`src/rtl/apb_reg_subordinate.sv`:
```
// APB subordinate serving a bank of byte-strobed registers, with programmable wait states.
// Define APB_REG_SUB_PROT_CHECK_EN to reject unprivileged writes (prot[0]=0) with subError.
module apb_reg_word #(
  parameter int DataWidth = 32
) (
  input  logic                   clk,
  input  logic                   nReset,
  input  logic                   we,
  input  logic [DataWidth/8-1:0] strb,
  input  logic [DataWidth-1:0]   wdata,
  output logic [DataWidth-1:0]   q
);
  always_ff @(posedge clk or negedge nReset) begin
    if (!nReset) begin
      q <= '0;
    end else if (we) begin
      for (int b = 0; b < DataWidth/8; b++)
        if (strb[b]) q[8*b +: 8] <= wdata[8*b +: 8];
    end
  end
endmodule

module apb_reg_subordinate #(
  parameter int                   AddrWidth  = 32,
  parameter int                   DataWidth  = 32,
  parameter int                   NumRegs    = 8,
  parameter logic [AddrWidth-1:0] BaseAddr   = '0,
  parameter int                   WaitStates = 1
) (
  input  logic                           clk,
  input  logic                           nReset,
  input  logic                           sel,
  input  logic                           enable,
  input  logic                           write,
  input  logic [AddrWidth-1:0]           addr,
  input  logic [DataWidth-1:0]           wData,
  input  logic [DataWidth/8-1:0]         strb,
  input  logic [2:0]                     prot,
  output logic [DataWidth-1:0]           rData,
  output logic                           ready,
  output logic                           subError,
  output logic [NumRegs*DataWidth-1:0]   regsOut
);
  localparam int IdxW = (NumRegs > 1) ? $clog2(NumRegs) : 1;

  typedef enum logic [1:0] {IDLE, SETUP, ACCESS} state_t;

  typedef struct packed {
    logic                   write;
    logic                   err;
    logic [IdxW-1:0]        idx;
    logic [DataWidth-1:0]   wdata;
    logic [DataWidth/8-1:0] strb;
  } req_t;

  state_t                              state, state_nxt;
  logic [3:0]                          wait_cnt;
  req_t                                req;
  logic [DataWidth-1:0]                rdata_q;
  logic [NumRegs-1:0][DataWidth-1:0]   regs;

  logic [AddrWidth-1:0] offset;
  logic                 hit_c;
  logic [IdxW-1:0]      idx_c;
  logic                 prot_err;
  logic                 commit;

  // Decode straight off the bus in SETUP; the result is what gets latched.
  assign offset = addr - BaseAddr;
  assign hit_c  = (addr[1:0] == 2'b00) && (offset < AddrWidth'(4*NumRegs));
  assign idx_c  = offset[IdxW+1:2];

`ifdef APB_REG_SUB_PROT_CHECK_EN
  assign prot_err = write & ~prot[0];
`else
  assign prot_err = 1'b0;
`endif

  always_comb begin
    state_nxt = state;
    case (state)
      IDLE:    if (sel && !enable) state_nxt = SETUP;
      SETUP:   state_nxt = ACCESS;
      ACCESS:  if (!sel || wait_cnt == '0) state_nxt = IDLE;
      default: state_nxt = IDLE;
    endcase
  end

  always_ff @(posedge clk or negedge nReset) begin
    if (!nReset) begin
      state    <= IDLE;
      wait_cnt <= '0;
      req      <= '0;
      rdata_q  <= '0;
    end else begin
      state <= state_nxt;
      if (state == SETUP) begin
        wait_cnt  <= 4'(WaitStates);
        req.write <= write;
        req.err   <= !hit_c || prot_err;
        req.idx   <= idx_c;
        req.wdata <= wData;
        req.strb  <= strb;
        rdata_q   <= (hit_c && !write) ? regs[idx_c] : '0;
      end else if (state == ACCESS && sel && wait_cnt != '0) begin
        wait_cnt <= wait_cnt - 4'd1;
      end
    end
  end

  assign ready    = (state == ACCESS) && (wait_cnt == '0) && sel;
  assign rData    = ready ? rdata_q : '0;
  assign subError = ready & req.err;
  assign commit   = ready & req.write & ~req.err;

  for (genvar i = 0; i < NumRegs; i++) begin : g_reg
    apb_reg_word #(.DataWidth(DataWidth)) u_word (
      .clk   (clk),
      .nReset(nReset),
      .we    (commit && (req.idx == IdxW'(i))),
      .strb  (req.strb),
      .wdata (req.wdata),
      .q     (regs[i])
    );
  end

  assign regsOut = regs;

  logic unused_ok;
  assign unused_ok = ^{offset, prot};
endmodule

```
`config.mk`:
```
export PLATFORM = sky130hd
export DESIGN_NAME = apb_reg_subordinate
export DESIGN_NICKNAME = d
export VERILOG_FILES = /design/src/rtl/apb_reg_subordinate.sv
export SDC_FILE = /design/constraint.sdc
export NUM_CORES = 1
export LEC_CHECK = 0
export CAP_MARGIN = 20
export CORE_AREA = 4 4 189 191
export DETAILED_ROUTE_END_ITERATION = 10
export DIE_AREA = 0 0 193 195
export PLACE_DENSITY = 0.76
export SLEW_MARGIN = 10
export SYNTH_ARGS = -nofsm -noshare
export SYNTH_HDL_FRONTEND = slang
export SYNTH_HIERARCHICAL = 1
export SYNTH_SLANG_ARGS = --single-unit
```
`constraint.sdc`:
```
create_clock -name clk -period 2.31 [get_ports clk]
set_clock_uncertainty 0.1 [all_clocks]
set_input_delay 0.462 -clock clk [delete_from_list [all_inputs] [get_ports clk]]
set_output_delay 0.462 -clock clk [all_outputs]
set_load 0.005 [all_outputs]
```
# After elaboration in Yosys (flattened, before gate mapping)
# Index checks and enable logic that the tools add are counted.
dict set report word_totals {
  ff_bits 335
  latchBits 0
  mem_bits_rw 0
  rom_bits 0
  output_inout_bits 290
  word_cells 126
  n_memories 0
}
dict set report op_classes {
  add_sub_neg 1
  multipliers 0
  div 0
  magnitude_cmp 2
  eq_ne 11
  shifts 0
  mux 9
  bitwise_logic 4
  n_reduce_logical 59
}
# cell n
set op_table {}
lappend op_table {{$bmux W32 S3} 1}
lappend op_table {{$mux W32} 3}
lappend op_table {{$reduce_and A2 Y1} 33}
lappend op_table {{$lt A32 B6 Y1 const B} 1}
lappend op_table {{$logic_and A1 B1 Y1} 15}
lappend op_table {{$eq A3 B3 Y1 const B} 4}
lappend op_table {{$mux W4} 2}
lappend op_table {{$eq A3 B2 Y1 const B} 2}
lappend op_table {{$pmux W2 S3} 1}
lappend op_table {{$logic_not A1 Y1} 4}
lappend op_table {{$logic_not A2 Y1} 2}
lappend op_table {{$logic_not A4 Y1} 1}
lappend op_table {{$lt A3 B4 Y1 const B} 1}
lappend op_table {{$mux W2} 2}
lappend op_table {{$ne A2 B2 Y1 const B} 2}
lappend op_table {{$reduce_bool A4 Y1} 1}
lappend op_table {{$sub A4 B1 Y4 const B} 1}
lappend op_table {{$and A1 B1 Y1} 3}
lappend op_table {{$eq A3 B1 Y1 const B} 1}
lappend op_table {{$logic_not A3 Y1} 1}
lappend op_table {{$eq A2 B1 Y1 const B} 1}
lappend op_table {{$eq A2 B2 Y1 const B} 1}
lappend op_table {{$reduce_bool A2 Y1} 1}
lappend op_table {{$logic_or A1 B1 Y1} 1}
lappend op_table {{$not A1 Y1} 1}

# Longest topological paths before layout
dict set report logic_depth {
  depth_word 7
  depth_mapped 8
  mapped_depth_nobuf 7
}

# Hierarchy
# The synthesis kept the hierarchy.
# mod instances cells_per_inst area_per_inst_um2
set by_module_without_submodules {}
lappend by_module_without_submodules {apb_reg_word 8 68 1186.1}
lappend by_module_without_submodules {apb_reg_subordinate 1 491 5619.1}

# Least setup slack after synthesis
# Ideal clock, no wire load.
dict set report synth_path {
  path_kind {reg2reg}
  from {register wait_cnt[0]}
  to {register g_reg[0].u_word.q[0]}
  arrival_time_ps 2238
  required_ps 2085
  path_slack_ps -153
  path_stages_with_launch 9
  n_path_buf 1
  period_less_slack_ps 2463
  cell_sequence {dfrtp_1 inv_1 ha_1 nor3b_1 clkbuf_1 nand4b_1 nor3_1 nand2_2 mux2_2}
}
dict set report synth_via {
  elab_chain_cells 7
}
# element line_no
set synth_rtl {}
lappend synth_rtl {{start, declared} 57} ;# logic [3:0] wait_cnt;
lappend synth_rtl {{start signal, assigned} 98} ;# wait_cnt <= 4'(WaitStates);
lappend synth_rtl {{start signal, assigned} 106} ;# wait_cnt <= wait_cnt - 4'd1;
lappend synth_rtl {{$logic_not A4 Y1} 111} ;# assign ready = (state == ACCESS) && (wait_cnt == '0) && sel;
lappend synth_rtl {{$logic_and A1 B1 Y1 (2 in series)} 111}
lappend synth_rtl {{$and A1 B1 Y1 (2 in series)} 114} ;# assign commit = ready & req.write & ~req.err;
lappend synth_rtl {{$logic_and A1 B1 Y1} 120} ;# .we (commit && (req.idx == IdxW'(i))),
lappend synth_rtl {{$reduce_and A2 Y1 (no line)} n/a}
lappend synth_rtl {{end signal, assigned by index} 18} ;# if (strb[b]) q[8*b +: 8] <= wdata[8*b +: 8];
lappend synth_rtl {{end, declared} 11} ;# output logic [DataWidth-1:0] q
# Every way passes these cells.
# A chain may end at the register's enable or synchronous reset.

# Worst setup path in the final report
dict set report layout_path {
  from {register wait_cnt[0]}
  to {output rData[28]}
}
dict set report layout_via {
  elab_chain_cells 4
}
# element line_no
set layout_rtl {}
lappend layout_rtl {{$logic_not A4 Y1} 111}
lappend layout_rtl {{$logic_and A1 B1 Y1 (2 in series)} 111}
lappend layout_rtl {{$mux W32} 112} ;# assign rData = ready ? rdata_q : '0;
lappend layout_rtl {{end, declared} 39} ;# output logic [DataWidth-1:0] rData,
# Every way passes these cells.

==> flow_summary.ini <==
[worst_setup_path]
cp-startpoint = wait_cnt[0]$_DFFE_PN0P_
worst_r2r_startpoint = wait_cnt[0]$_DFFE_PN0P_
setup.worst_path.end = rData[28]
cp.buffers_inverters = 6
critical_path.reg2reg.endpoint = g_reg[5].u_word/q[19]$_DFFE_PN0P_
end_kind = output pin
crit_path_max_fanout = 5
cp.arrival_ps = 2070
timing.critical_path.slowest_stage_cell = dfrtp_1
r2r_slack_ps = -270
worst_path_largest_cell_delay_ps = 400
crit_chain = inv_2 > ha_4 > nor3b_4 > buf_6 > buf_6 > buf_8 > buf_6 > and3_4 > buf_6
path_delay_family = buffers and inverters
critPathRequiredTime_ps = 1750
worstSetupStartpointType = flip-flop
timing.reg2reg.worst_path_depth = 12
worst_setup_path_type = reg2out
worst-path-stages = 9
critPathMostFrequentCell = buf_6

[routing]
ant_nets = 0
route.detailed.wl_per_inst_um = 24.95
dr_iter_0_viols = 582
first_pass_iters = 5
post_drt_via_cell_ratio = 5.584
num_vias = 10860
drc = 0
wl_um = 48520

[logic_synthesis]
synth_seq_area_share_pct = 55.49
synth-main-ff-cell = dfrtp_1
yosys_warnings = 6
syn_inst = 1035
asyncSetResetFlopFracSynth_pct = 100.0
synth.distinct_cells = 41
synth.avg_cell_area_um2 = 14.60
netlist_area_before_placement_mm2 = 0.01511
ys_seq_elements = 335
synth-edff-count = 0
synth_nets = 1112

[die]
floorplan.initialDensity_pct = 44.28
die-area_mm2 = 0.03764
die_w_um = 193
std_cell_rows = 68
placeableCoreArea_mm2 = 0.03412
ioPinCount = 366
floorplan.die.height_um = 195

[power]
totalPowerFinal_mw = 15.56
power_report.internal_total_mw = 11.19
pwr-share-comb_pct = 14.3
p_leak_nw = 10.22
p_sw_mw = 4.370
power_frac_clock_pct = 39.0
switching_share_pct = 28.08
power_density_mw_per_mm2 = 703.3
sequentialPowerShare_pct = 46.7
max-vdd-ir-drop_mv = 0.5115

[placed_design]
dp_hpwl_um = 31940
routability_congestion_estimate_from_global_placement = 0.8046
postPlaceCellArea_mm2 = 0.01968
placed_cells = 1855
dpl_worst_slack_ps = -432.8
place.port_buffers = 362

[global_route]
via_count_of_the_first_global_routing_pass = 11670
initial_antenna_violation_count = 2
grt.overflow.total = 0
grt_first_pass_wirelength_um = 73370
overall_routing_resource_usage_pct = 25.54
maximum_number_of_pins_on_one_net_before_global_route_repair = 78

[clocking]
count_of_clock_tree_sinks = 335
clock_path_buffers = 3
cts_inserted_buffers = 36
cts_tree = yes
clk_pin_slew_worst_paths_ps = 60
insertion_delay_ps = 510
clock_tree.htree_level_count = 2
cell_at_the_root_of_the_clock_tree = clkbuf_16

[cells_and_area]
layout.nets = 1541
num-fill-cells = 2524
layout-area-overhead-vs-synth_pct = 46.43
fin_area_mm2 = 0.02212
ant_diodes = 0
layout.cells.non_filler = 1945
final_layout_size_suffix_gt1_share_pct = 40.54

[sta]
period_minus_ws_final_ps = 2636
worst_slew_pin_slew_ps = 743.9
layout_setup_ws_ps = -326.0
hold_viol = 0
grt_setup_unrepaired = true
finalCritPeriodShare_pct = 114.1
setup_tns_ps = -50580
max_freq_mhz = 379.4
finalSetupViolations = 290
final_max_slew_viol_count = 0
relSlewSlack_pct = 50.41

[outcome]
status = finished, violations left
violations = setup timing

[worst_hold_path]
hp-class = reg2reg

[flow_run]
max_cap_violations = 0
==> how the worst min path moves through the flow <==
stage	startpoint	end	slack, ps	cells after the start
after global routing	wData[9]	req[13]$_DFFE_PN0P_	370	3
final	req[40]$_DFFE_PN0P_	req[40]$_DFFE_PN0P_	370	2
after global placement	nReset	rdata_q[23]$_DFFE_PN0P_	340	1
after CTS	addr[4]	req[38]$_DFFE_PN0P_	350	4
after detailed placement	nReset	rdata_q[23]$_DFFE_PN0P_	330	1
after floorplan	nReset	g_reg[0].u_word/q[0]$_DFFE_PN0P_	70	0
==> cells in the final DEF (no fill, tap or decap), drive strengths merged <==
cell type and count:
and2b 1, o21ai 4, or3b 1, nand4b 1, nor4 6, nor3b 1
nor2b 1, nand2 185, a21oi 3, nor4b 2, clkbuf 56, o41ai 32
nand2b 3, nor2 7, buf 116, nand3b 1, inv 3, bufinv 4
nand4 3, a311oi 1, and3 33, and3b 1, clkdlybuf4s50 323, ha 1
o22a 1, or4 2, nor3 3, mux2 256, nand3 2, or3 1
mux2i 32, clkinv 3, clkinvlp 1, dfrtp 335, dlygate4sd3 1, mux4 64
==> power groups by stage <==
stage	combinational, mW	sequential, mW	clock (mW)
3_3_place_gp	1.51	7.08	0
3_5_place_dp	1.54	7.12	0
2_1_floorplan	0.736	6.88	0
4_1_cts	2.17	7.27	6.19
5_1_grt	2.41	7.36	6.43
6_report	2.23	7.26	6.07
==> routing by layer <==
layer / GRT usage (%) / share of wire (%) / vias to the layer above
met5: 0 / 0.043 / -
met4: 6.714 / 2.8 / 4
met3: 4.380 / 6.3 / 84
met2: 41.78 / 49 / 413
met1: 35.68 / 42 / 5673
li1: - / - / 4687
==> worst min-delay path, stage by stage (launching register included) <==
cell	delay, ps
dfrtp_1	340
nand2_1	50
nand2_1	50
==> area by class of cell <==
type | count | area (µm²) | area share [%]
inverters | 3 | 11.26 | 0.05090
clock buffers | 56 | 1117 | 5.050
well taps | 455 | 569.3 | 2.573
clock inverters | 8 | 142.6 | 0.6447
multi-input cells | 648 | 7201 | 32.55
repair buffers | 440 | 4696 | 21.22
flip-flops and latches | 335 | 8387 | 37.91
==> state kept, by name, summed over array words and instances (netlist names) <==
| signal | cells |
|---|---|
| g.u_word/q | 256 |
| wait_cnt | 4 |
| state | 2 |
| req | 41 |
| rdata_q | 32 |
==> cells in the mapped netlist (2+ instances only) <==
master    number  share of area [%]
nor4_1         4               0.17
a21oi_1        3              0.099
nand2b_1       3               0.12
clkbuf_1      26               0.65
mux2_2       256                 19
nor2_1         7               0.17
mux2i_1       32                2.1
o21ai_0        4               0.13
buf_1          3              0.075
mux4_2        64                9.5
nand3_1        2              0.066
or4_1          2              0.099
dfrtp_1      335                 55
buf_6          8               0.60
nand4_1        2              0.083
buf_2         10               0.33
o41ai_1        3               0.17
and3_1        33                1.4
inv_1          3              0.075
o41ai_2       29                3.1
nand2_1      153                3.8
nor3_1         3              0.099
nand2_2       32                1.3
==> stage by stage <==
stage	hold slack (ps)	utilization, %
3_3_place_gp	335.4	57.69
3_5_place_dp	331.8	57.69
4_1_cts	349.0	64.69
6_report	373.7	64.85
5_1_grt	374.2	64.85
2_1_floorplan	66.41	-
==> cell families after synthesis <==
family	after synthesis	synth area share, %
AOI/OAI and AO/OA	41	3.644
adders and majority gates	1	0.08280
buffers and inverters	52	1.872
DFF	335	55.49
muxes	352	30.74
and+or+nand+nor	254	8.174
==> what timing repair did <==
| action | in CTS | in global routing |
|---|---|---|
| hold buffers | 1 | 0 |
| buffers inserted | 21 | 5 |
| hold endpoints to repair | 44 | 0 |
| cloned | 4 | 0 |
| endpoints found under the setup margin | 290 | 290 |
| gates resized for setup | 313 | 16 |
| pin swaps | 26 | 7 |
Note: power is estimated with default switching activity, not from simulation.
